--- config.mk ---
export PLATFORM = sky130hd
export DESIGN_NAME = delay_scheduler
export DESIGN_NICKNAME = d
export VERILOG_FILES = /design/src/rtl/delay_sched_pkg.sv /design/src/rtl/delay_scheduler_rr_arbiter.sv /design/src/rtl/delay_scheduler.sv
export SDC_FILE = /design/constraint.sdc
export NUM_CORES = 1
export LEC_CHECK = 0
export CAP_MARGIN = 20
export CORE_MARGIN = 2
export CORE_UTILIZATION = 50
export CTS_BUF_LIST = sky130_fd_sc_hd__clkbuf_2 sky130_fd_sc_hd__clkbuf_4 sky130_fd_sc_hd__clkbuf_8
export DETAILED_ROUTE_END_ITERATION = 8
export PLACE_DENSITY = 0.86
export SYNTH_ARGS = -nofsm -noshare
export SYNTH_HDL_FRONTEND = slang
export SYNTH_SLANG_ARGS = --single-unit
--- constraint.sdc ---
create_clock -name clk -period 4.07 [get_ports clk]
set_clock_uncertainty 0.15 [all_clocks]
set_input_delay 1.0175 -clock clk [delete_from_list [all_inputs] [get_ports clk]]
set_output_delay 1.0175 -clock clk [all_outputs]
set_load 0.05 [all_outputs]
--- src/rtl/delay_sched_pkg.sv ---
// Shared types and default sizing for the matched-delay scheduler.
package delay_sched_pkg;

  typedef enum logic [1:0] {
    ST_IDLE = 2'd0,
    ST_RUN  = 2'd1,
    ST_ACK  = 2'd2
  } state_t;

  localparam int NREQ_DEF  = 4;
  localparam int LEN_W_DEF = 4;

endpackage

--- src/rtl/delay_scheduler_rr_arbiter.sv ---
// Combinational round-robin select: first set request at or after i_ptr,
// wrapping modulo NREQ. Usable by any shared-resource controller.
module rr_arbiter #(
  parameter int NREQ = 4,
  parameter int IDW  = $clog2(NREQ)
) (
  input  logic [NREQ-1:0] i_req,
  input  logic [IDW-1:0]  i_ptr,
  output logic            o_valid,
  output logic [IDW-1:0]  o_index
);

  // i_ptr is always below NREQ, so a single conditional subtract wraps the sum
  function automatic int wrap(int v);
    return (v >= NREQ) ? v - NREQ : v;
  endfunction

  // scan from the lowest priority upward so the last hit is the highest priority
  always_comb begin
    o_valid = 1'b0;
    o_index = '0;
    for (int k = NREQ - 1; k >= 0; k--) begin
      if (i_req[wrap(int'(i_ptr) + k)]) begin
        o_valid = 1'b1;
        o_index = IDW'(wrap(int'(i_ptr) + k));
      end
    end
  end

endmodule

--- src/rtl/delay_scheduler.sv ---
// Shares one programmable delay timer among NREQ four-phase requesters.
//
//   state | meaning
//   IDLE  | no grantee; arbiter picks next requester in round-robin order
//   RUN   | down-counter timing the grantee's delay (len 0 treated as 1)
//   ACK   | ack held high until the grantee drops req
module delay_scheduler
  import delay_sched_pkg::*;
#(
  parameter int NREQ  = NREQ_DEF,
  parameter int LEN_W = LEN_W_DEF,
  parameter int IDW   = $clog2(NREQ)
) (
  input  logic                    clk,
  input  logic                    rst_n,
  input  logic [NREQ-1:0]         req,
  input  logic [NREQ*LEN_W-1:0]   len,
  output logic [NREQ-1:0]         ack,
  output logic                    busy,
  output logic [IDW-1:0]          grant_id,
  output logic                    err
);

  state_t            r_state;
  state_t            w_next;
  logic [LEN_W-1:0]  r_cnt;
  logic [IDW-1:0]    r_ptr;
  logic [IDW-1:0]    r_gid;
  logic [NREQ-1:0]   r_ack;
  logic              r_err;

  logic              w_arb_valid;
  logic [IDW-1:0]    w_arb_idx;
  logic [LEN_W-1:0]  w_len_sel;
  logic [LEN_W-1:0]  w_len_load;
  logic              w_req_gnt;
  logic              w_cnt_last;
  logic [IDW-1:0]    w_ptr_next;
  logic [NREQ-1:0]   w_gnt_onehot;

  rr_arbiter #(
    .NREQ (NREQ),
    .IDW  (IDW)
  ) u_arb (
    .i_req   (req),
    .i_ptr   (r_ptr),
    .o_valid (w_arb_valid),
    .o_index (w_arb_idx)
  );

  assign w_len_sel    = len[int'(w_arb_idx)*LEN_W +: LEN_W];
  assign w_len_load   = (w_len_sel == '0) ? LEN_W'(1) : w_len_sel;
  assign w_req_gnt    = req[r_gid];
  assign w_cnt_last   = (r_cnt == LEN_W'(1));
  assign w_ptr_next   = (r_gid == IDW'(NREQ - 1)) ? '0 : r_gid + 1'b1;
  assign w_gnt_onehot = NREQ'(1) << r_gid;

  // state register
  always_ff @(posedge clk or negedge rst_n) begin
    if (!rst_n) r_state <= ST_IDLE;
    else        r_state <= w_next;
  end

  // next-state decode; a grantee dropping req during RUN aborts back to IDLE
  always_comb begin
    w_next = r_state;
    case (r_state)
      ST_IDLE: if (w_arb_valid) w_next = ST_RUN;
      ST_RUN: begin
        if (!w_req_gnt)      w_next = ST_IDLE;
        else if (w_cnt_last) w_next = ST_ACK;
      end
      ST_ACK:  if (!w_req_gnt) w_next = ST_IDLE;
      default: w_next = ST_IDLE;
    endcase
  end

  // grant capture, delay counter, round-robin pointer, registered ack/err
  always_ff @(posedge clk or negedge rst_n) begin
    if (!rst_n) begin
      r_cnt <= '0;
      r_ptr <= '0;
      r_gid <= '0;
      r_ack <= '0;
      r_err <= 1'b0;
    end else begin
      r_err <= 1'b0;
      case (r_state)
        ST_IDLE: begin
          if (w_arb_valid) begin
            r_gid <= w_arb_idx;
            r_cnt <= w_len_load;
          end
        end
        ST_RUN: begin
          if (!w_req_gnt) begin
            r_err <= 1'b1;
            r_ptr <= w_ptr_next;
          end else if (w_cnt_last) begin
            r_ack <= w_gnt_onehot;
          end else begin
            r_cnt <= r_cnt - 1'b1;
          end
        end
        ST_ACK: begin
          if (!w_req_gnt) begin
            r_ack <= '0;
            r_ptr <= w_ptr_next;
          end
        end
        default: ;
      endcase
    end
  end

  // outputs are straight from registers
  always_comb begin
    busy     = (r_state != ST_IDLE);
    ack      = r_ack;
    grant_id = r_gid;
    err      = r_err;
  end

endmodule

==> results of run 1 <==
==> logic make-up (layout without fill, tap and decap cells) <==
family,after synthesis,after routing,synth area share
AO/OA/AOI/OAI,42,42,0.250
XOR/XNOR,1,1,0.00741
adder cells (fa/ha/maj),9,9,0.0952
buffers and inverters,12,44,0.0381
flip-flops,15,15,0.317
multiplexers,11,11,0.109
AND/OR/NAND/NOR,38,38,0.183
==> power by group <==
part / internal (mW) / leakage [nW] / switching (mW)
Clock: 0.0448 / 0.0184 / 0.0503
Sequential: 0.212 / 0.189 / 0.0727
Combinational: 0.302 / 0.460 / 0.410
Total: 0.559 / 0.667 / 0.533
==> sequential cells by signal, indices dropped and copies added (netlist names) <==
signal    flops
ack           4
r_state       2
err           1
r_ptr         2
r_cnt         4
grant_id      2
==> layout make-up <==
type | count | area [um2] | share of cell area
Inverter | 11 | 41.3 | 0.0269
Timing Repair Buffer | 29 | 290 | 0.189
Sequential cell | 15 | 375 | 0.245
Multi-Input combinational cell | 101 | 762 | 0.497
Tap cell | 28 | 35.0 | 0.0228
Clock buffer | 4 | 30.0 | 0.0196
==> placed cells by master, fill, tap and decap left out, types with 3 or more instances in the layout <==
master and count:
clkdlybuf4s50_1 29, dfrtp_1 15, inv_1 10, nand2_1 10, o21ai_0 9, ha_1 9
nor2_1 8, a21oi_1 8, mux2i_1 5, mux2_2 5, nand3_1 5, o22ai_1 4
nand2b_1 4, clkbuf_4 4, o31ai_1 3
==> worst max-delay path: stages, from the launching register on <==
cell and delay [ns]:
dfrtp_1 0.42, inv_1 0.10, ha_1 0.23, inv_1 0.11, clkdlybuf4s50_1 0.81
==> metal layers <==
metal  wire (um)  part of all wire  track usage  up-vias
met5           0                 0            0        -
met4          54             0.019        0.107        0
met3         179             0.063       0.0514        8
met2        1460              0.51        0.394       51
met1        1140              0.40        0.267      527
li1            -                 -            -      539
==> how the worst max path moves through the flow <==
stage / startpoint / end / slack [ns]
2_1_floorplan: req[3] / r_cnt[3]$_DFFE_PN0P_ / 1.65
3_3_place_gp: req[2] / r_cnt[0]$_DFFE_PN0P_ / 1.00
3_5_place_dp: req[2] / r_cnt[0]$_DFFE_PN0P_ / 0.98
4_1_cts: r_state[1]$_DFFE_PN0P_ / busy / 0.95
5_1_grt: r_state[1]$_DFFE_PN0P_ / busy / 0.85
6_report: r_state[1]$_DFFE_PN0P_ / busy / 0.95
==> metrics.md, run 1 <==
| Metric | Value |
|---|---|
| Outcome | `completed` |
| YS warnings | `0` |
| Hold path startpoint | `r_state[0]$_DFFE_PN0P_` |
| R2R Setup Slk | `around 1.8 ns` |
| DRT Wirelength | `roughly 2800 um` |
| Max-Cap Viols | `0` |
| Crit. End Element | `primary output` |
| IO Count | `30` |
| Async SR Flop Fraction | `1.00` |
| Synth area leader | `dfrtp_1` |
| Cell row count | `17` |
| Synth top area cells | `dfrtp_1, ha_1, mux2_2, mux2i_1, o21ai_0` |
| Critical path class | `reg -> out` |
| Worst-path clk slew | `around 0.090 ns` |
| Filler cell count | `roughly 190` |
| Reg-to-reg endpoint | `ack[1]$_DFFE_PN0P_` |
| Worst hold path class | `reg -> reg` |
| Final WS setup | `around 0.95 ns` |
| Hold Path Sink | `r_state[0]$_DFFE_PN0P_` |
| Antenna Violating Nets Remaining | `0` |
| Post-route cell area | `around 1500 um2` |
| Initial antenna violation count | `0` |
| FF-to-FF path depth | `6` |
| Synth Register Bits | `15` |
| PortBufs | `29` |
| Syn_nets | `roughly 160` |
| Die area | `roughly 2800 um2` |
| Final Core Density | `0.687` |
| CTS H-tree lvls | `1` |
| Hold WS | `a little under 0.4 ns` |
| Seq/Total Area, Yosys | `0.317` |
| Hpwl dp | `roughly 2200 um` |
| Most common library cells after synthesis | `dfrtp_1, inv_1, nand2_1, ha_1, o21ai_0` |
| Post-CTS setup buffer count | `0` |
| Overall routing resource usage | `0.229` |
| Syn_area_per_cell | `between 9 and 10 um2` |
| Distinct cells, synth | `between 40 and 50` |
| CP arrival | `between 1.5 and 2 ns` |
| Setup Viol. Count Final | `0` |
| Tcrit/Tclk final | `0.767` |
| Worst reg2reg startpoint | `r_state[1]$_DFFE_PN0P_` |
| CP Data Required Time | `between 2 and 3 ns` |
| Max frequency | `321 MHz` |
| Initial core utilization | `0.529` |
| Dpl ws | `approximately 0.98 ns` |
| Clock Latency Late Sink | `0.29 ns` |
| Clock tree buffer depth | `2` |
| Vias in the first global route | `around 1100` |
| CP Max Fanout | `4` |
| Worst Setup Start Kind | `flip-flop` |
| Lkg Pwr | `approximately 0.67 nW` |
| Share of layout cells above drive strength 1 | `0.125` |
| Synth Flop Type | `dfrtp_1` |
| CTS Hold Bufs | `0` |
| DRC | `0` |
| Setup TNS | `0 ns` |
| Synth-to-Final Area Change | `29.7%` |
| Max-slew violations | `0` |
| DIE WIDTH | `approximately 53 um` |
| Hold Violations, Final | `0` |
| Power density of the placed cells | `712 nW/um2` |
| Root buffer cell | `clkbuf_4` |
| Count leader, synth | `dfrtp_1` |
| Iteration-0 DRC Markers | `37` |
| Average wire per standard cell | `around 15 um` |
| Largest net degree at the start of global routing | `16` |
| Post-route non-filler standard cell count | `approximately 190` |
| Die height | `52.6 um` |
| Drt first pass iters | `4` |
| Pwr Total | `around 1.1 mW` |
| Worst hold path depth | `2` |
| Placed Area | `1500 um2` |
| First-pass GRT wire length | `~4700 um` |
| Post_cts resized | `0` |
| Synthesized area | `1180 um2` |
| Drt via density | `5.98` |
| RSZ-0062 raised after global routing | `no` |
| Syn Inst Count | `approximately 130` |
| EDFF count, synth | `0` |
| Post-synth top area share | `0.317` |
| Core Area | `2230 um2` |
| Placed insts | `184` |
| Vias | `roughly 1100` |
| GPL Wtd Cong | `0.780` |
| Grt total ovfl | `0` |
| Worst Tran Pin Value | `~0.68 ns` |
| Num CTS Buffers | `3` |
| VDD IR-drop max | `around 0.51 mV` |
| Diodes inserted | `0` |
| Final Critical Period | `around 3.1 ns` |
| CTS tree | `yes` |
| Nets | `between 150 and 200` |
| Normalized max-slew margin | `0.544` |
| TritonCTS Sinks | `15` |
No activity file was read; power rests on OpenSTA's default activity.
==> inputs of run 2 (changes only) <==
Settings changed: CORE_UTILIZATION 50 to 46, PLACE_DENSITY 0.86 to 0.84.
Clock period 4.07 ns to 2.75 ns, I/O delays scaled along.
==> run 2 against run 1 <==
  * Combinational power rose by 49%
  * First-iteration DRC count down 62%
  * Count of clock-buffer cells in the layout fell by 1
  * Power grew 48%
  * Critical path type unchanged
  * Largest power group unchanged
==> metrics.md, run 2 (synthesis results as in run 1) <==
| Metric | Value |
|---|---|
| Outcome | `completed (unchanged)` |
| Grt total ovfl | `0 (unchanged)` |
| Num CTS Buffers | `3 (unchanged)` |
| Worst hold path class | `reg -> reg (unchanged)` |
| WP buf/inv | `1 (was 3)` |
| Worst path slowest cell | `clkdlybuf4s50_1 (unchanged)` |
| Reg-to-reg endpoint | `ack[0]$_DFFE_PN0P_ (was ack[1]$_DFFE_PN0P_)` |
| Clock tree buffer depth | `2 (unchanged)` |
| GPL Wtd Cong | `0.821 (was 0.780)` |
| CP delay by family, top | `buffers and inverters (unchanged)` |
| VDD IR-drop max | `0.666 mV (was 0.515 mV)` |
| CP arrival | `1.64 ns (was 1.95 ns)` |
| Max frequency | `between 400 and 500 MHz` |
| Placed Area | `1530 um2 (was 1500 um2)` |
| Post_cts resized | `0 (unchanged)` |
| Lkg Pwr | `0.682 nW (was 0.667 nW)` |
| R2R Setup Slk | `0.51 ns (was 1.79 ns)` |
| CTS tree | `yes (unchanged)` |
| Vias | `1101 (was 1125)` |
| Synth-to-Final Area Change | `31.4% (was 29.7%)` |
| DRT Wirelength | `2660 um (was 2840 um)` |
| IO Count | `30 (unchanged)` |
| Share of layout cells above drive strength 1 | `0.147 (was 0.125)` |
| RSZ-0062 raised after global routing | `no (unchanged)` |
| Nets | `195 (was 192)` |
| Most frequent cells in the layout | `clkdlybuf4s50_1, dfrtp_1, inv_1, nand2_1 (unchanged)` |
| Crit. End Element | `primary output (unchanged)` |
| Critical Path Sink | `grant_id[0] (was busy)` |
| Worst reg2reg startpoint | `r_state[1]$_DFFE_PN0P_ (unchanged)` |
| CP Max Fanout | `7 (was 4)` |
| Final Core Density | `0.633 (was 0.687)` |
| Die height | `54.7 um (was 52.6 um)` |
| FF-to-FF path depth | `6 (unchanged)` |
| Diodes inserted | `0 (unchanged)` |
| CP startpoint | `grant_id[0]$_DFFE_PN0P_ (was r_state[1]$_DFFE_PN0P_)` |
| Cell row count | `18 (was 17)` |
| Drt via density | `5.70 (was 5.98)` |
| PortBufs | `29 (unchanged)` |
| Final Critical Period | `approximately 2.5 ns` |
| CP max stage delay | `0.85 ns (was 0.81 ns)` |
| Core Area | `2450 um2 (was 2230 um2)` |
| First-pass GRT wire length | `4400 um (was 4650 um)` |
| Post-route cell area | `1550 um2 (was 1530 um2)` |
| Post-route non-filler standard cell count | `193 (was 188)` |
| Worst Tran Pin Value | `0.682 ns (about the same)` |
| Initial core utilization | `0.482 (was 0.529)` |
| Die area | `2990 um2 (was 2770 um2)` |
| Instance count on the critical path | `1 (was 4)` |
| Vias in the first global route | `1077 (was 1064)` |
| Commonest non-fill, non-tap cell in the layout | `clkdlybuf4s50_1 (unchanged)` |
| Max-Cap Viols | `0 (unchanged)` |
| DIE WIDTH | `54.7 um (was 52.6 um)` |
| Initial antenna violation count | `0 (unchanged)` |
| CP Data Required Time | `1.91 ns (was 2.90 ns)` |
| Filler cell count | `200 (was 185)` |
| Hold WS | `0.373 ns (was 0.391 ns)` |
| Hold Violations, Final | `0 (unchanged)` |
| Post-CTS setup buffer count | `0 (unchanged)` |
| Worst Setup Start Kind | `flip-flop (unchanged)` |
| Crit path cell chain | `clkdlybuf4s50_1 (was inv_1, ha_1, inv_1, clkdlybuf4s50_1)` |
| Worst-path clk slew | `0.09 ns (about the same)` |
| Antenna Violating Nets Remaining | `0 (unchanged)` |
| TritonCTS Sinks | `15 (unchanged)` |
| Hpwl dp | `2190 um (was 2240 um)` |
| Largest net degree at the start of global routing | `16 (unchanged)` |
| Root buffer cell | `clkbuf_4 (unchanged)` |
| Normalized max-slew margin | `0.544 (about the same)` |
| Power density of the placed cells | `1040 nW/um2 (was 712 nW/um2)` |
| Placed insts | `189 (was 184)` |
| DRC | `0 (unchanged)` |
| Clock Latency Late Sink | `0.29 ns (about the same)` |
| Critical path class | `reg -> out (unchanged)` |
| Drt first pass iters | `4 (unchanged)` |
| Setup TNS | `0 ns (unchanged)` |
| Tcrit/Tclk final | `0.901` |
| CTS Hold Bufs | `0 (unchanged)` |
| Setup Viol. Count Final | `0 (unchanged)` |
| Max-slew violations | `0 (unchanged)` |
| Overall routing resource usage | `0.209 (was 0.229)` |
| Iteration-0 DRC Markers | `14 (was 37)` |
| Average wire per standard cell | `13.8 um (was 15.1 um)` |
| CTS H-tree lvls | `1 (unchanged)` |
==> run 2: cell count changes in the layout (fill, tap and decap cells not counted) <==
cell,delta
buf_4,+4
clkbuf_4,-1
clkdlybuf4s50_1,-1
clkinv_2,+1
==> run 2: where the power goes <==
| part | internal [mW] | total [mW] | switching (mW) |
|---|---|---|---|
| Clock | 0.0543 | 0.132 | 0.0777 |
| Sequential | 0.314 | 0.419 | 0.106 |
| Combinational | 0.464 | 1.06 | 0.598 |
==> run 2: worst min-delay path by stage <==
stage	from	end	slack, ns	cells past startpoint
detailed placement	r_state[0]$_DFFE_PN0P_	r_state[0]$_DFFE_PN0P_	0.36	2
global placement	r_state[0]$_DFFE_PN0P_	r_state[0]$_DFFE_PN0P_	0.35	2
global route	r_state[0]$_DFFE_PN0P_	r_state[0]$_DFFE_PN0P_	0.40	2
finish	r_state[0]$_DFFE_PN0P_	r_state[0]$_DFFE_PN0P_	0.37	2
CTS	r_state[0]$_DFFE_PN0P_	r_state[0]$_DFFE_PN0P_	0.38	2
floorplan	rst_n	ack[0]$_DFFE_PN0P_	0.24	0
==> run 2: per-stage QoR <==
stage	power [mW]	setup WS (ns)
final	1.61	0.272
after global routing	1.74	0.215
after CTS	1.62	0.266
after detailed placement	1.49	0.0466
after global placement	1.44	0.120
after floorplan	1.18	0.544
==> run 2: cell type report <==
| type | count | area (um2) | area share |
|---|---|---|---|
| well taps | 30 | 37.5 | 0.0242 |
| multi-input cells | 101 | 762 | 0.490 |
| clock inverters | 1 | 5.00 | 0.00322 |
| flip-flops and latches | 15 | 375 | 0.242 |
| repair buffers | 32 | 310 | 0.200 |
| clock buffers | 3 | 22.5 | 0.0145 |
| inverters | 11 | 41.3 | 0.0266 |
==> run 2: routing by layer <==
layer | vias up | wire length [um] | GRT usage
li1 | 543 | - | -
met1 | 516 | 1130 | 0.244
met5 | - | 0 | 0
met4 | 0 | 59 | 0.125
met3 | 6 | 92 | 0.0273
met2 | 36 | 1380 | 0.359
